==> src/rtl/bnn_pkg.sv <==
// Shared constants and FSM state encoding for the BNN 3x3 window controller.
package bnn_pkg;

    localparam int unsigned K         = 3;
    localparam int unsigned IMG_W_DEF = 14;
    localparam int unsigned IMG_H_DEF = 14;
    localparam int unsigned LB_DEPTH  = 14;

    localparam int unsigned NUM_LB = K - 1;
    localparam int unsigned WIN_W  = K * K;

    localparam logic [1:0] ST_IDLE  = 2'd0;
    localparam logic [1:0] ST_RD    = 2'd1;
    localparam logic [1:0] ST_WR    = 2'd2;
    localparam logic [1:0] ST_FLUSH = 2'd3;

endpackage

==> src/rtl/bnn_window_ctrl_if.sv <==
// Pixel-stream, line-buffer and window signals between the controller (master) and its environment (slave).
interface bnn_window_ctrl_if;
    import bnn_pkg::*;

    logic              start;
    logic              pix_valid;
    logic              pix_in;
    logic              pix_ready;
    logic [NUM_LB-1:0] lb_en;
    logic [NUM_LB-1:0] lb_rst;
    logic [NUM_LB-1:0] lb_wr;
    logic [NUM_LB-1:0] lb_rd;
    logic [NUM_LB-1:0] lb_din;
    logic [NUM_LB-1:0] lb_dout;
    logic [NUM_LB-1:0] lb_empty;
    logic [NUM_LB-1:0] lb_full;
    logic [WIN_W-1:0]  win;
    logic              win_valid;
    logic              frame_done;
    logic              busy;

    modport master (
        input  start, pix_valid, pix_in, lb_dout, lb_empty, lb_full,
        output pix_ready, lb_en, lb_rst, lb_wr, lb_rd, lb_din,
               win, win_valid, frame_done, busy
    );

    modport slave (
        output start, pix_valid, pix_in, lb_dout, lb_empty, lb_full,
        input  pix_ready, lb_en, lb_rst, lb_wr, lb_rd, lb_din,
               win, win_valid, frame_done, busy
    );

endinterface

==> src/rtl/bnn_win_reg.sv <==
// KxK binary window shift register; each shift drops the leftmost column and appends col_i on the right.
module bnn_win_reg
    import bnn_pkg::*;
(
    input  logic             clk,
    input  logic             rst,
    input  logic             shift_i,
    input  logic [K-1:0]     col_i,
    output logic [WIN_W-1:0] win_o
);

    logic [WIN_W-1:0] win_q;

    // Row r lives in win_q[r*K +: K]; bit c=0 is the oldest column.
    always_ff @(posedge clk) begin
        if (rst) begin
            win_q <= '0;
        end else if (shift_i) begin
            for (int unsigned r = 0; r < K; r++) begin
                win_q[r*K +: K] <= {col_i[r], win_q[r*K+1 +: K-1]};
            end
        end
    end

    assign win_o = win_q;

endmodule

==> src/rtl/bnn_window_ctrl.sv <==
// Raster-stream to 3x3 window controller driving two cascaded 1-bit line buffers.
// Optional BNN_LB_ERRCHK_EN adds a sticky err output for empty-read / full-write strobes.
module bnn_window_ctrl
    import bnn_pkg::*;
#(
    parameter int unsigned IMG_W = IMG_W_DEF,
    parameter int unsigned IMG_H = IMG_H_DEF
) (
    input  logic clk,
    input  logic rst,
`ifdef BNN_LB_ERRCHK_EN
    output logic err,
`endif
    bnn_window_ctrl_if.master bus
);

    localparam int unsigned CW = (IMG_W > 1) ? $clog2(IMG_W) : 1;
    localparam int unsigned RW = (IMG_H > 1) ? $clog2(IMG_H) : 1;

    logic [1:0]    state_q, state_d;
    logic [CW-1:0] col_q, col_d;
    logic [RW-1:0] row_q, row_d;
    logic          pix_q, pix_d;
    logic          pix_ready_q, win_valid_q, frame_done_q, busy_q;

    logic              accept_c, last_col_c, shift_c;
    logic [K-1:0]      win_col_c;
    logic [NUM_LB-1:0] lb_en_c, lb_rst_c, lb_wr_c, lb_rd_c;

    assign accept_c   = (state_q == ST_RD) && bus.pix_valid;
    assign last_col_c = (col_q == CW'(IMG_W - 1));
    assign shift_c    = (state_q == ST_WR);
    // Newest row is the live pixel; lb_dout[1] holds the oldest row.
    assign win_col_c  = {pix_q, bus.lb_dout[0], bus.lb_dout[1]};

    // Next-state and counter update.
    always_comb begin
        state_d = state_q;
        row_d   = row_q;
        col_d   = col_q;
        pix_d   = pix_q;
        case (state_q)
            ST_IDLE: begin
                if (bus.start) begin
                    state_d = ST_RD;
                    row_d   = '0;
                    col_d   = '0;
                end
            end
            ST_RD: begin
                if (accept_c) begin
                    pix_d   = bus.pix_in;
                    state_d = ST_WR;
                end
            end
            ST_WR: begin
                state_d = ST_RD;
                if (last_col_c) begin
                    col_d = '0;
                    if (row_q == RW'(IMG_H - 1)) state_d = ST_FLUSH;
                    else                         row_d   = row_q + RW'(1);
                end else begin
                    col_d = col_q + CW'(1);
                end
            end
            default: state_d = ST_IDLE;
        endcase
    end

    // Line-buffer strobes: read on accept, write the following cycle, clear on reset/flush.
    always_comb begin
        lb_en_c  = '0;
        lb_rst_c = '0;
        lb_wr_c  = '0;
        lb_rd_c  = '0;
        if (rst) begin
            lb_en_c  = '1;
            lb_rst_c = '1;
        end else begin
            case (state_q)
                ST_RD: begin
                    for (int unsigned i = 0; i < NUM_LB; i++) begin
                        if (accept_c && (row_q > RW'(i))) begin
                            lb_en_c[i] = 1'b1;
                            lb_rd_c[i] = 1'b1;
                        end
                    end
                end
                ST_WR: begin
                    for (int unsigned i = 0; i < NUM_LB; i++) begin
                        if (row_q >= RW'(i)) begin
                            lb_en_c[i] = 1'b1;
                            lb_wr_c[i] = 1'b1;
                        end
                    end
                end
                ST_FLUSH: begin
                    lb_en_c  = '1;
                    lb_rst_c = '1;
                end
                default: ;
            endcase
        end
    end

    always_ff @(posedge clk) begin
        if (rst) begin
            state_q      <= ST_IDLE;
            row_q        <= '0;
            col_q        <= '0;
            pix_q        <= 1'b0;
            pix_ready_q  <= 1'b0;
            win_valid_q  <= 1'b0;
            frame_done_q <= 1'b0;
            busy_q       <= 1'b0;
        end else begin
            state_q      <= state_d;
            row_q        <= row_d;
            col_q        <= col_d;
            pix_q        <= pix_d;
            pix_ready_q  <= (state_d == ST_RD);
            win_valid_q  <= shift_c && (row_q >= RW'(2)) && (col_q >= CW'(2));
            frame_done_q <= (state_d == ST_FLUSH);
            busy_q       <= (state_d != ST_IDLE);
        end
    end

    bnn_win_reg u_win_reg (
        .clk     (clk),
        .rst     (rst),
        .shift_i (shift_c),
        .col_i   (win_col_c),
        .win_o   (bus.win)
    );

`ifdef BNN_LB_ERRCHK_EN
    logic err_q;

    always_ff @(posedge clk) begin
        if (rst) begin
            err_q <= 1'b0;
        end else if ((|(lb_rd_c & bus.lb_empty)) || (|(lb_wr_c & bus.lb_full))) begin
            err_q <= 1'b1;
        end
    end

    assign err = err_q;
`else
    logic unused_lb_flags;
    assign unused_lb_flags = ^{bus.lb_empty, bus.lb_full};
`endif

    assign bus.pix_ready  = pix_ready_q;
    assign bus.win_valid  = win_valid_q;
    assign bus.frame_done = frame_done_q;
    assign bus.busy       = busy_q;
    assign bus.lb_en      = lb_en_c;
    assign bus.lb_rst     = lb_rst_c;
    assign bus.lb_wr      = lb_wr_c;
    assign bus.lb_rd      = lb_rd_c;
    assign bus.lb_din     = {bus.lb_dout[0], pix_q};

endmodule

==> src/flat_wrapper.sv <==
// flat-port wrapper written by rule: the top's interface ports become plain ports
module bnn_window_ctrl_flat import bnn_pkg::*;
#(
    parameter int unsigned IMG_W = IMG_W_DEF,
    parameter int unsigned IMG_H = IMG_H_DEF
)
  (clk, rst, bus_start, bus_pix_valid, bus_pix_in, bus_lb_dout, bus_lb_empty, bus_lb_full, bus_pix_ready, bus_lb_en, bus_lb_rst, bus_lb_wr, bus_lb_rd, bus_lb_din, bus_win, bus_win_valid, bus_frame_done, bus_busy);
  bnn_window_ctrl_if bus_i ();
  input  logic clk;
  input  logic rst;
  input wire logic [$bits(bus_i.start)-1:0] bus_start;
  input wire logic [$bits(bus_i.pix_valid)-1:0] bus_pix_valid;
  input wire logic [$bits(bus_i.pix_in)-1:0] bus_pix_in;
  input wire logic [$bits(bus_i.lb_dout)-1:0] bus_lb_dout;
  input wire logic [$bits(bus_i.lb_empty)-1:0] bus_lb_empty;
  input wire logic [$bits(bus_i.lb_full)-1:0] bus_lb_full;
  output wire logic [$bits(bus_i.pix_ready)-1:0] bus_pix_ready;
  output wire logic [$bits(bus_i.lb_en)-1:0] bus_lb_en;
  output wire logic [$bits(bus_i.lb_rst)-1:0] bus_lb_rst;
  output wire logic [$bits(bus_i.lb_wr)-1:0] bus_lb_wr;
  output wire logic [$bits(bus_i.lb_rd)-1:0] bus_lb_rd;
  output wire logic [$bits(bus_i.lb_din)-1:0] bus_lb_din;
  output wire logic [$bits(bus_i.win)-1:0] bus_win;
  output wire logic [$bits(bus_i.win_valid)-1:0] bus_win_valid;
  output wire logic [$bits(bus_i.frame_done)-1:0] bus_frame_done;
  output wire logic [$bits(bus_i.busy)-1:0] bus_busy;
  assign bus_i.start = bus_start;
  assign bus_i.pix_valid = bus_pix_valid;
  assign bus_i.pix_in = bus_pix_in;
  assign bus_i.lb_dout = bus_lb_dout;
  assign bus_i.lb_empty = bus_lb_empty;
  assign bus_i.lb_full = bus_lb_full;
  assign bus_pix_ready = bus_i.pix_ready;
  assign bus_lb_en = bus_i.lb_en;
  assign bus_lb_rst = bus_i.lb_rst;
  assign bus_lb_wr = bus_i.lb_wr;
  assign bus_lb_rd = bus_i.lb_rd;
  assign bus_lb_din = bus_i.lb_din;
  assign bus_win = bus_i.win;
  assign bus_win_valid = bus_i.win_valid;
  assign bus_frame_done = bus_i.frame_done;
  assign bus_busy = bus_i.busy;
  bnn_window_ctrl #(.IMG_W(IMG_W), .IMG_H(IMG_H)) u_core (.clk(clk), .rst(rst), .bus(bus_i));
endmodule
==> config.mk <==
export PLATFORM = sky130hd
export DESIGN_NAME = bnn_window_ctrl_flat
export DESIGN_NICKNAME = d
export VERILOG_FILES = /design/src/rtl/bnn_pkg.sv /design/src/rtl/bnn_window_ctrl_if.sv /design/src/rtl/bnn_win_reg.sv /design/src/rtl/bnn_window_ctrl.sv /design/src/flat_wrapper.sv
export SDC_FILE = /design/constraint.sdc
export NUM_CORES = 1
export LEC_CHECK = 0
export ABC_AREA = 0
export CORE_MARGIN = 2
export CORE_UTILIZATION = 49
export DETAILED_ROUTE_END_ITERATION = 6
export PLACE_DENSITY_LB_ADDON = 0.25
export SKIP_CTS_REPAIR_TIMING = 1
export SLEW_MARGIN = 10
export SYNTH_ARGS = -nofsm -noshare
export SYNTH_HDL_FRONTEND = slang
export SYNTH_SLANG_ARGS = --single-unit
==> constraint.sdc <==
create_clock -name clk -period 4.6 [get_ports clk]
set_clock_uncertainty 0.15 [all_clocks]
set_input_delay 0.92 -clock clk [delete_from_list [all_inputs] [get_ports clk]]
set_output_delay 0.92 -clock clk [all_outputs]
set_load 0.005 [all_outputs]
==> results_dict.tcl <==
set metrics [dict create \
    ir_drop_v 0.000184 \
    worst_ep_required_time_ns 3.53 \
    num_antenna_cells 0 \
    dpl-instance-area_sq_um 1380 \
    drv_cap 0 \
    avgRoutedWirePerCell_um 12.7 \
    grt_pass1_vias 941 \
    grt_max_degree 18 \
    dieArea_sq_um 2680 \
    pin_count 34 \
    maxSlewViolCount 0 \
    cts_tree "built" \
    status "completed" \
    viasPerCell 5.59 \
    portBuffers 29 \
    cp-start-kind "input pin" \
    core_area_sq_um 2190 \
    grt.overflow.total 0 \
    numCtsBuffers 3 \
    htree_num_levels 1 \
    grt_setup_unrepaired "no" \
    syn-instance-count 139 \
    finalSetupTns_ns 0 \
    endpoint_kind "output port" \
    synth_warnings 0 \
    cp_max_fo 15 \
    crit_family "buffers and inverters" \
    path_buf_inv 2 \
    fin_crit_sh_pct 78.1 \
    rows 17 \
    tightest_slew_ns 1.16 \
    clockBufferDepth 2 \
    dr_total_vias 1051 \
    clkTransAtPathRegs_ns 0.13 \
    period_needed_ns 3.59 \
    crit_type "in -> out" \
    antenna_found_initial 0 \
    crit_top_cell "clkdlybuf4s50_1" \
    hold_viol_final 0 \
    dr.pass1.iters 4 \
    place_hpwl_mm 1.71 \
    syn_area_sq_um 1120 \
    fmax_ghz 0.278 \
    worst_hold_path_type "reg -> reg" \
    leakage_uw 0.000496 \
    synth_fp_nets 155 \
    yosys_register_bits 24 \
    yosysUniqueCellTypes 33 \
    drc_errors 0 \
    fillers 184 \
    final_cell_mix "clkdlybuf4s50_1 (29), dfxtp_1 (24), nand2_1 (22)" \
    area_delta_synth_final_pct 28.5 \
    clock-sinks 24 \
    track_usage_pct 20.0 \
    clock-root-buffer "clkbuf_4" \
    antenna_left 0 \
    finalSetupViolations 0 \
    max_stage_delay_ns 0.69 \
    design_area_sq_um 1430 \
    start_util_pct 50.9 \
    grt_first_pass_wirelength_mm 3.95 \
    drive_above_1_share_pct 3.75 \
    drt_iter0_markers 15 \
    syn_avg_cell_area_sq_um 8.03 \
    routed_wl_mm 2.38 \
    worstPathCellList "clkdlybuf4s50_1, or3_1, clkdlybuf4s50_1" \
    layout_commonest_cell "clkdlybuf4s50_1" \
    max_slew_margin_pct 22.8 \
    clock_latency_ns 0.32 \
    yosysSeqAreaShare_pct 43.0 \
    power_density_nw_per_um2 279 \
    dieWidth_um 51.7 \
    crit_arrival_ns 2.52 \
    final_nets 177 \
    crit_path_top_delay_cell "clkdlybuf4s50_1" \
    die_h_um 51.7 \
    finalWeightedCongestion 0.827 \
]
## metrics by stage
stage                     utilization (%)  power (uW)  setup slack (ns)  std cells  hold WS [ns]
after detailed placement             63.0         254              1.02        184         0.305
after CTS                            65.4         404              1.02        188         0.323
after global placement               63.0         253              1.04        184         0.292
after floorplan                         -         237              1.99        139         0.295
after global routing                 65.4         420             0.935        188         0.344
final                                65.4         400              1.01        188         0.319
## power by group
| part | total (uW) | leakage [uW] | switching [uW] | internal (uW) |
|---|---|---|---|---|
| clock network | 151 | 0.0000279 | 62.9 | 88.2 |
| registers | 215 | 0.000194 | 3.29 | 211 |
| logic | 34.5 | 0.000274 | 16.1 | 18.3 |
## state kept, by name (all words and copies together) (netlist names)
register                cells
u_core.pix_q                1
u_core.bus.busy             1
u_core.bus.frame_done       1
u_core.bus.win_valid        1
u_core.col_q                4
u_core.u_win_reg.win_o      9
u_core.bus.pix_ready        1
u_core.state_q              2
u_core.row_q                4
## layer usage
layer / up-vias / track usage [%] / wire length, um
met4: 0 / 11.4 / 55
met1: 477 / 24.5 / 1070
met5: - / 0 / 0
met2: 39 / 32.7 / 1120
li1: 528 / - / -
met3: 7 / 3.74 / 140
## final timing paths
path | startpoint | endpoint | slack, ns | depth (start not counted)
max | rst | bus_lb_en[0] | 1.01 | 3
min | u_core.u_win_reg.win_o[3]$_SDFFE_PP0P_ | u_core.u_win_reg.win_o[3]$_SDFFE_PP0P_ | 0.32 | 2
max reg2reg | u_core.state_q[1]$_SDFF_PP0_ | u_core.row_q[2]$_SDFFE_PP0P_ | 2.34 | 3
min reg2reg | u_core.u_win_reg.win_o[3]$_SDFFE_PP0P_ | u_core.u_win_reg.win_o[3]$_SDFFE_PP0P_ | 0.32 | 2
## worst min-delay path, stage by stage (launching register included)
cell,delay [ns]
dfxtp_1,0.33
nand2_1,0.05
a21oi_1,0.05
## cells by family (layout without fill, tap and decap cells)
family | count (synthesis) | count (layout) | share of synthesized area [%]
multiplexers | 1 | 1 | 0.897
flip-flops | 24 | 24 | 43.0
buffers and inverters | 16 | 37 | 7.06
AND/OR/NAND/NOR | 55 | 55 | 23.9
adder cells (fa/ha/maj) | 5 | 5 | 5.61
AO/OA/AOI/OAI | 38 | 38 | 19.5
## final cells by class
type	count	area [sq um]	area share (%)
clock buffers	3	22.5	1.57
repair buffers	30	298	20.8
multi-input cells	99	557	38.8
well taps	28	35.0	2.44
clock inverters	1	30.0	2.09
inverters	3	11.3	0.785
flip-flops and latches	24	480	33.5
## Yosys cell counts
cell type   n  area (sq um)
a41oi_1     1          8.76
and4b_1     1          10.0
ha_1        5          62.6
clkbuf_1    6          22.5
a21oi_1    19          95.1
nor2b_1     1          6.26
nor3b_1     1          7.51
and3_1      1          6.26
a31oi_1     4          25.0
nor2_1     11          41.3
inv_1       3          11.3
nand4_1     4          25.0
nand3b_1    2          15.0
a311oi_1    1          8.76
and2_1      1          6.26
nand3_1     3          15.0
a211oi_1    1          7.51
clkbuf_2    1          5.00
nand2b_1    1          6.26
buf_4       4          30.0
buf_2       2          10.0
nand2_1    22          82.6
mux2i_1     1          10.0
or3_1       2          12.5
o21ai_0     8          40.0
or3b_2      1          8.76
nor3_1      3          15.0
o21bai_1    1          7.51
a41o_1      1          10.0
nand4b_1    1          8.76
dfxtp_1    24           480
o21a_1      1          7.51
o31ai_1     1          7.51
(Power assumes the default switching activity.)
